===== src/rtl/approx_error_monitor.sv =====
// Measures the error statistics of an approximate adder over a fixed batch of samples.
// A two-stage pipeline computes the error distance, then accumulates count, sum and maximum.
module approx_error_monitor #(
    parameter int N     = 16,
    parameter int BATCH = 256
) (
    input  logic                              clk_i,
    input  logic                              rst_n_i,
    input  logic                              start_i,
    input  logic [N-1:0]                      x_i,
    input  logic [N-1:0]                      y_i,
    input  logic [N:0]                        approx_sum_i,
    input  logic                              in_valid_i,
    output logic                              in_ready_o,
    output logic                              busy_o,
    output logic                              done_o,
    output logic [$clog2(BATCH):0]            err_count_o,
    output logic [N+$clog2(BATCH):0]          ed_sum_o,
    output logic [N:0]                        ed_max_o
);

    // state   | meaning
    // S_IDLE  | waiting for start, outputs hold
    // S_RUN   | accepting samples until BATCH have been taken
    // S_DRAIN | two cycles letting the pipeline empty
    // S_DONE  | results stable, waiting for the next start

    localparam int CW = $clog2(BATCH) + 1;
    localparam int SW = N + 1 + $clog2(BATCH);

    typedef enum logic [1:0] {S_IDLE, S_RUN, S_DRAIN, S_DONE} state_t;

    state_t          state_q, state_d;
    logic [CW-1:0]   cnt_q, cnt_d;
    logic            drain_q, drain_d;
    logic            clear;
    logic            accept;
    logic [N:0]      exact;
    logic [N:0]      ed;

    logic            v1_q;
    logic [N:0]      ed1_q;
    logic            err1_q;

    logic [CW-1:0]   err_count_q;
    logic [SW-1:0]   ed_sum_q;
    logic [N:0]      ed_max_q;

    assign in_ready_o = (state_q == S_RUN) && (cnt_q < CW'(BATCH));
    assign accept     = in_valid_i && in_ready_o;
    assign busy_o     = (state_q == S_RUN) || (state_q == S_DRAIN);
    assign done_o     = (state_q == S_DONE);

    assign exact = {1'b0, x_i} + {1'b0, y_i};
    assign ed    = (exact >= approx_sum_i) ? (exact - approx_sum_i) : (approx_sum_i - exact);

    always_comb begin
        state_d = state_q;
        cnt_d   = cnt_q;
        drain_d = drain_q;
        clear   = 1'b0;
        unique case (state_q)
            S_IDLE, S_DONE: begin
                if (start_i) begin
                    state_d = S_RUN;
                    cnt_d   = '0;
                    clear   = 1'b1;
                end
            end
            S_RUN: begin
                if (accept) begin
                    cnt_d = cnt_q + 1'b1;
                    if (cnt_q == CW'(BATCH - 1)) begin
                        state_d = S_DRAIN;
                        drain_d = 1'b1;
                    end
                end
            end
            S_DRAIN: begin
                // down-counter: 1 -> 0 -> leave, giving exactly two drain cycles
                if (drain_q == 1'b0) begin
                    state_d = S_DONE;
                end else begin
                    drain_d = 1'b0;
                end
            end
            default: state_d = S_IDLE;
        endcase
    end

    always_ff @(posedge clk_i or negedge rst_n_i) begin
        if (!rst_n_i) begin
            state_q <= S_IDLE;
            cnt_q   <= '0;
            drain_q <= 1'b0;
        end else begin
            state_q <= state_d;
            cnt_q   <= cnt_d;
            drain_q <= drain_d;
        end
    end

    always_ff @(posedge clk_i or negedge rst_n_i) begin
        if (!rst_n_i) begin
            v1_q   <= 1'b0;
            ed1_q  <= '0;
            err1_q <= 1'b0;
        end else begin
            v1_q <= accept && !clear;
            if (accept) begin
                ed1_q  <= ed;
                err1_q <= |ed;
            end
        end
    end

    always_ff @(posedge clk_i or negedge rst_n_i) begin
        if (!rst_n_i) begin
            err_count_q <= '0;
            ed_sum_q    <= '0;
            ed_max_q    <= '0;
        end else if (clear) begin
            err_count_q <= '0;
            ed_sum_q    <= '0;
            ed_max_q    <= '0;
        end else if (v1_q) begin
            err_count_q <= err_count_q + CW'(err1_q);
            ed_sum_q    <= ed_sum_q + SW'(ed1_q);
            if (ed1_q > ed_max_q) begin
                ed_max_q <= ed1_q;
            end
        end
    end

    assign err_count_o = err_count_q;
    assign ed_sum_o    = ed_sum_q;
    assign ed_max_o    = ed_max_q;

endmodule


===== config.mk =====
export PLATFORM = sky130hd
export DESIGN_NAME = approx_error_monitor
export DESIGN_NICKNAME = d
export VERILOG_FILES = /design/src/rtl/approx_error_monitor.sv
export SDC_FILE = /design/constraint.sdc
export NUM_CORES = 1
export LEC_CHECK = 0
export CAP_MARGIN = 20
export CORE_MARGIN = 5
export CORE_UTILIZATION = 50
export DETAILED_ROUTE_END_ITERATION = 6
export PLACE_DENSITY_LB_ADDON = 0.3
export SKIP_CTS_REPAIR_TIMING = 1
export SYNTH_ARGS = -nofsm -noshare
export SYNTH_HDL_FRONTEND = slang
export SYNTH_SLANG_ARGS = --single-unit

===== constraint.sdc =====
create_clock -name clk_i -period 2.9 [get_ports clk_i]
set_clock_uncertainty 0.2 [all_clocks]
set_input_delay 0.29 -clock clk_i [delete_from_list [all_inputs] [get_ports clk_i]]
set_output_delay 0.29 -clock clk_i [all_outputs]
set_load 0.01 [all_outputs]

==> flow_summary.yaml, run 1 <==
place:
  globalplace.congestion: 0.9605
  place_inst: 1292
  hpwl_mm: 15.58
  io_buffers: 106
grt:
  grt_overflow: 0
  grt_pass1_vias: 6925
  grt_pass1_wl_mm: 31.80
  grt_start_max_net_pins: 83
  antenna_found_initial: 0
  grtUsageTotal: 0.2337
drt:
  post-route-drc-count: 0
  wl_per_cell_um: 15.88
  top_layer_used: "met4"
  firstDrtPassIters: 5
  wl_met3_um: 990
  wirelength_mm: 21.11
  vias: 7409
  wl_met2_mm: 10.71
  wl_met1_mm: 8.611
  drtIter0Drc: 469
  vias_per_cell: 5.575
  antenna_left: 0
worst_hold_path:
  hold_class: "input port to asynchronous set/reset pin"
cts:
  htree_num_levels: 3
  clk_path_buf_depth: 2
  clock_latency_ps: 340
  numClockSinks: 82
  cts_tree: "done"
  cts-root-buf: "clkbuf_16"
  clk_pin_slew_worst_paths_ps: 60
  cts_buffers: 9
sta:
  setup_ws_ps: -2251
  finalHoldViolCount: 0
  whs_ps: 221.4
  max_freq_mhz: 194.1
  period_needed_ps: 5151
  max-slew-margin-rel: 0.6367
  rsz0062_at_grt: "true"
  maxSlewViolCount: 0
  setup_viol: 22
  min_period_over_period: 1.776
  worst_pin_slew_ps: 541.7
  fin_setup_tns_ps: -28980
setup_path:
  crit_arrival_ps: 5170
  start_kind: "input port"
  worstSetupPathType: "input port to flop"
  path_cells: "clkbuf_2, ha_4, fa_2, a21o_1, a21oi_2, o21bai_1, a21oi_2, o21bai_1, a41o_1, o41ai_4, o211a_1, xnor2_2, ha_1, and2_4, buf_6, o2111a_2, o31a_1, or4_4, and3b_2, nor4_2, nand4_1, o41a_1"
  required_ps: 2910
  cp_slowest_cell: "or4_4"
  cp_max_fo: 4
  max_stage_delay_ps: 540
  worst_setup_path_end_kind: "flop"
die:
  rows: 43
  pin_count: 107
  core-area_sq_um: 13880
  die_w_um: 129.0
  chipHeight_um: 129.0
  initial_utilization: 0.5100
  die_area_sq_um: 16640
synth:
  avgSynthCellArea_sq_um: 8.348
  async_flop_share: 1.000
  yosysWarnings: 0
  synth_area_sq_um: 7079
  ys.flop_type: "dfrtp_1"
  synth_edf_count: 0
  synth.net_count: 996
  syn_inst: 848
  ys_ff_latch: 82
  synth_seq_area_share: 0.2899
  yosysUniqueCellTypes: 63
power_and_ir_drop:
  p_total_mw: 8.740
  p_per_area_nw_per_um2: 814.5
  vdd_drop_max_mv: 0.4100
  p_leak_nw: 5.155
final_layout:
  final_nets: 1295
  diodes: 0
  drive_gt1_frac: 0.2794
  final_core_util: 0.7731
  syn_to_final_growth_pct: 51.59
  stdcell_count: 1329
status:
  violations: "negative setup slack"
  status: "finished with violations"
flow_run:
  max_cap_viol_count: 0
==> worst max-delay path: cells and delay by family <==
kind	cells	cell delay (ps)
AOI/OAI and AO/OA	11	2390
and+or+nand+nor	5	1350
adders and majority gates	3	760
buffers and inverters	2	230
xor gates and xnor gates	1	140
==> state kept, by name, summed over array words and instances, names as in the netlist <==
| register | count |
|---|---|
| ed_sum_o | 25 |
| ed1_q | 17 |
| ed_max_o | 17 |
| cnt_q | 9 |
| err_count_o | 9 |
| state_q | 2 |
| drain_q | 1 |
| err1_q | 1 |
| v1_q | 1 |
==> stage by stage <==
step                      setup slack [ps]  instance area, sq um
after global placement               -2766                  9764
final                                -2251                 10730
after floorplan                      -2074                  7217
after CTS                            -2592                 10050
after global routing                 -2422                 10730
after detailed placement             -2921                  9764
==> cell families (layout without fill, tap and decap cells) <==
logic type,Yosys count,count (layout),share of synthesized area
AO/OA/AOI/OAI,216,216,0.1923
XOR/XNOR,56,56,0.06928
adder cells (fa/ha/maj),95,95,0.1721
buffers and inverters,99,400,0.05461
flip-flops,82,82,0.2899
multiplexers,22,22,0.03146
AND/OR/NAND/NOR,278,278,0.1904
==> report_power, final <==
part	switching, mW	total (mW)	internal, mW
combinational	2.94	5.84	2.89
clock	0.442	1.12	0.674
sequential	0.332	1.79	1.46
total	3.72	8.74	5.02
==> cell type report <==
cell class              count  area (sq um)
well taps                 180         225.2
clock inverters             3         42.54
inverters                  73         274.0
clock buffers              10         239.0
flip-flops and latches     82          2052
fillers                   944          3149
repair buffers            314          2706
multi-input cells         667          5192
==> cells in the final DEF, fill, tap and decap left out, types with 5 or more instances in the layout <==
cell type          n
mux2i_1           18
nor2_1            66
nand4_1           13
nor3_1            13
nand2b_1          10
and2_1             9
a31oi_1            5
o21ai_2           10
nand2_1           69
ha_4               5
dfrtp_1           82
o21ai_0           42
or3_1              6
xor2_1            23
a211oi_1           5
a21oi_1           45
xnor2_2            5
inv_1             72
o21bai_1           6
o31ai_1            5
and3_1            11
nor3_2             6
o21a_1            10
a21oi_2           13
o21ai_1           12
clkdlybuf4s50_1   97
a21o_1            18
buf_6             13
or2_2              5
nand3_1           31
xnor2_1           28
buf_4            194
ha_1              84
clkbuf_16          9
nor2b_1            7
a211o_1            5
==> worst paths after layout <==
path	start	end	slack [ps]	cells past startpoint
max in group asynchronous	rst_n_i	cnt_q[7]	1680	3
min in group clk_i	cnt_q[0]	cnt_q[0]	310	1
max reg2reg	ed1_q[0]	ed_sum_o[18]	-80	12
min reg2reg	cnt_q[0]	cnt_q[0]	310	1
max	y_i[0]	err1_q	-2250	22
min	rst_n_i	err_count_o[7]	220	2
==> routing by layer <==
metal  vias up  GRT usage
li1       3596          -
met4         0    0.08030
met3        77    0.02615
met1      3481     0.2823
met2       255     0.4293
met5         -          0
==> cells in the mapped netlist (all sizes together) (5+ instances only) <==
| cell | count | area share |
|---|---|---|
| a211o | 5 | 0.0062 |
| a211oi | 6 | 0.0064 |
| a21boi | 5 | 0.0053 |
| a21o | 18 | 0.019 |
| a21oi | 59 | 0.042 |
| a31oi | 7 | 0.0062 |
| and2 | 11 | 0.0097 |
| and3 | 13 | 0.011 |
| buf | 7 | 0.0057 |
| clkbuf | 19 | 0.010 |
| dfrtp | 82 | 0.29 |
| ha | 91 | 0.16 |
| inv | 73 | 0.039 |
| mux2i | 20 | 0.028 |
| nand2 | 71 | 0.038 |
| nand2b | 10 | 0.0088 |
| nand3 | 33 | 0.023 |
| nand4 | 13 | 0.011 |
| nor2 | 70 | 0.037 |
| nor2b | 8 | 0.0071 |
| nor3 | 19 | 0.013 |
| nor4 | 5 | 0.0044 |
| o21a | 10 | 0.011 |
| o21ai | 64 | 0.045 |
| o21bai | 7 | 0.0074 |
| o31ai | 8 | 0.010 |
| o41ai | 5 | 0.0062 |
| or2 | 6 | 0.0053 |
| or3 | 7 | 0.0062 |
| xnor2 | 33 | 0.041 |
| xor2 | 23 | 0.028 |
Power figures use the tool's default switching activity.
==> inputs of run 2 (changes only) <==
- GPL_ROUTABILITY_DRIVEN: default -> 0
- clock period: 2.9 -> 4.4 ns (I/O delays scaled with it)
==> flow_summary.yaml, run 2 (same netlist as run 1, synthesis figures left out) <==
setup_path:
  max_stage_delay_ps: 480
  cp_slowest_cell: "or4_4"
  start_kind: "input port"
  worstSetupPathType: "input port to flop"
  crit_family: "compound AO/OA/AOI/OAI gates"
  required_ps: 4410
  path_buf_inv: 1
  worst_setup_path_end_kind: "flop"
  path_cells: "buf_8, ha_4, a21o_1, a21oi_4, nor2b_1, o21ai_1, a21oi_2, a211o_1, o41ai_4, o21bai_1, a21oi_2, xnor2_1, ha_1, and2_4, and3_4, nand2_4, nor4_4, o22a_4, or4_4, and3b_2, nor4_2, nand4_1, o41a_1"
  crit_arrival_ps: 5200
  cp_max_fo: 5
  crit_top_cell: "a21oi_2"
drt:
  vias: 6974
  wl_met2_mm: 9.382
  drtIter0Drc: 374
  wirelength_mm: 19.06
  antenna_left: 0
  post-route-drc-count: 0
  firstDrtPassIters: 5
  vias_per_cell: 5.444
  top_layer_used: "met4"
  wl_met3_um: 798
  wl_met1_mm: 8.226
  wl_per_cell_um: 14.88
cts:
  htree_num_levels: 3
  cts_buffers: 9
  clock_latency_ps: 340
  numClockSinks: 82
  cts-root-buf: "clkbuf_16"
  clk_pin_slew_worst_paths_ps: 60
  clk_path_buf_depth: 2
  cts_tree: "done"
final_layout:
  diodes: 0
  final_nets: 1244
  syn_to_final_growth_pct: 44.75
  drive_gt1_frac: 0.2216
  n_fill_cell: 1014
  stdcell_count: 1281
  largest_register_ffs: 25
  layout_common_cells: "151 x buf_4, 97 x clkdlybuf4s50_1, 86 x ha_1"
  layout_commonest_cell: "buf_4"
flow_run:
  max_cap_viol_count: 0
power_and_ir_drop:
  p_leak_nw: 4.897
  seqPwrFrac: 0.221
  switching_share: 0.4163
  p_per_area_nw_per_um2: 530.1
  vdd_drop_max_mv: 0.2860
  intPower_mw: 3.171
  pwr-share-clk: 0.155
  p_sw_mw: 2.261
  pwr-share-comb: 0.624
sta:
  max-slew-margin-rel: 0.3715
  max_freq_mhz: 192.8
  fin_setup_tns_ps: -5163
  setup_viol: 17
  rsz0062_at_grt: "true"
  finalHoldViolCount: 0
  worst_pin_slew_ps: 919.0
  min_period_over_period: 1.179
  whs_ps: 273.4
  period_needed_ps: 5188
  maxSlewViolCount: 0
  setup_ws_ps: -787.9
die:
  rows: 43
  chipHeight_um: 129.0
  core-area_sq_um: 13880
  die_area_sq_um: 16640
  initial_utilization: 0.5100
  pin_count: 107
  die_w_um: 129.0
place:
  io_buffers: 106
  place_inst: 1250
  hpwl_mm: 14.53
grt:
  grt_overflow: 0
  grt_pass1_wl_mm: 30.26
  grt_start_max_net_pins: 83
  grtUsageTotal: 0.2206
  grt_pass1_vias: 6621
  antenna_found_initial: 0
status:
  status: "finished with violations"
  violations: "negative setup slack"
worst_hold_path:
  hold_class: "input port to asynchronous set/reset pin"
run 2: changes by cell type in the layout (fill, tap and decap cells not counted), sizes merged:
| cell | previous run | this run |
|---|---|---|
| buf | 210 | 159 |
| clkbuf | 12 | 14 |
| bufinv | 1 | 2 |
run 2: worst paths after layout:
kind,start,to,slack [ps],depth (start not counted)
setup reg to reg,ed_sum_o[0],ed_sum_o[24],1000,13
hold / removal,rst_n_i,err_count_o[5],270,2
setup / recovery,y_i[1],err1_q,-790,23
hold reg to reg,cnt_q[0],cnt_q[0],310,1
max in group asynchronous,rst_n_i,cnt_q[4],3130,3
min in group clk_i,cnt_q[0],cnt_q[0],310,1
run 2: through the flow:
| step | util | power (mW) | worst slack, ps | instance area, sq um |
|---|---|---|---|---|
| floorplan | - | 3.083 | -724.4 | 7211 |
| global placement | 0.6803 | 4.246 | -1446 | 9443 |
| detailed placement | 0.6803 | 4.336 | -1566 | 9443 |
| CTS | 0.7047 | 5.210 | -1232 | 9782 |
| global route | 0.7382 | 5.875 | -975.2 | 10250 |
| finish | 0.7382 | 5.432 | -787.9 | 10250 |
run 2: power by group through the flow:
stage	logic (mW)	registers (mW)	clock network (mW)
2_1_floorplan	1.92	1.16	0
3_3_place_gp	3.04	1.20	0
3_5_place_dp	3.13	1.21	0
4_1_cts	3.16	1.20	0.849
5_1_grt	3.76	1.23	0.890
6_report	3.39	1.20	0.840
run 2: layout make-up:
cell class | instances | area (sq um) | share of cell area
clock inverter | 4 | 72.57 | 0.007082
clock buffer | 12 | 266.5 | 0.02601
multi-input combinational | 667 | 5056 | 0.4934
sequential | 82 | 2052 | 0.2002
inverter | 73 | 274.0 | 0.02674
timing repair buffer | 263 | 2301 | 0.2245
tap | 180 | 225.2 | 0.02198
run 2: layer usage:
layer	up-vias	global-route usage
li1	3490	-
met1	3261	0.2789
met2	183	0.3823
met3	40	0.02532
met4	0	0.09141
met5	-	0
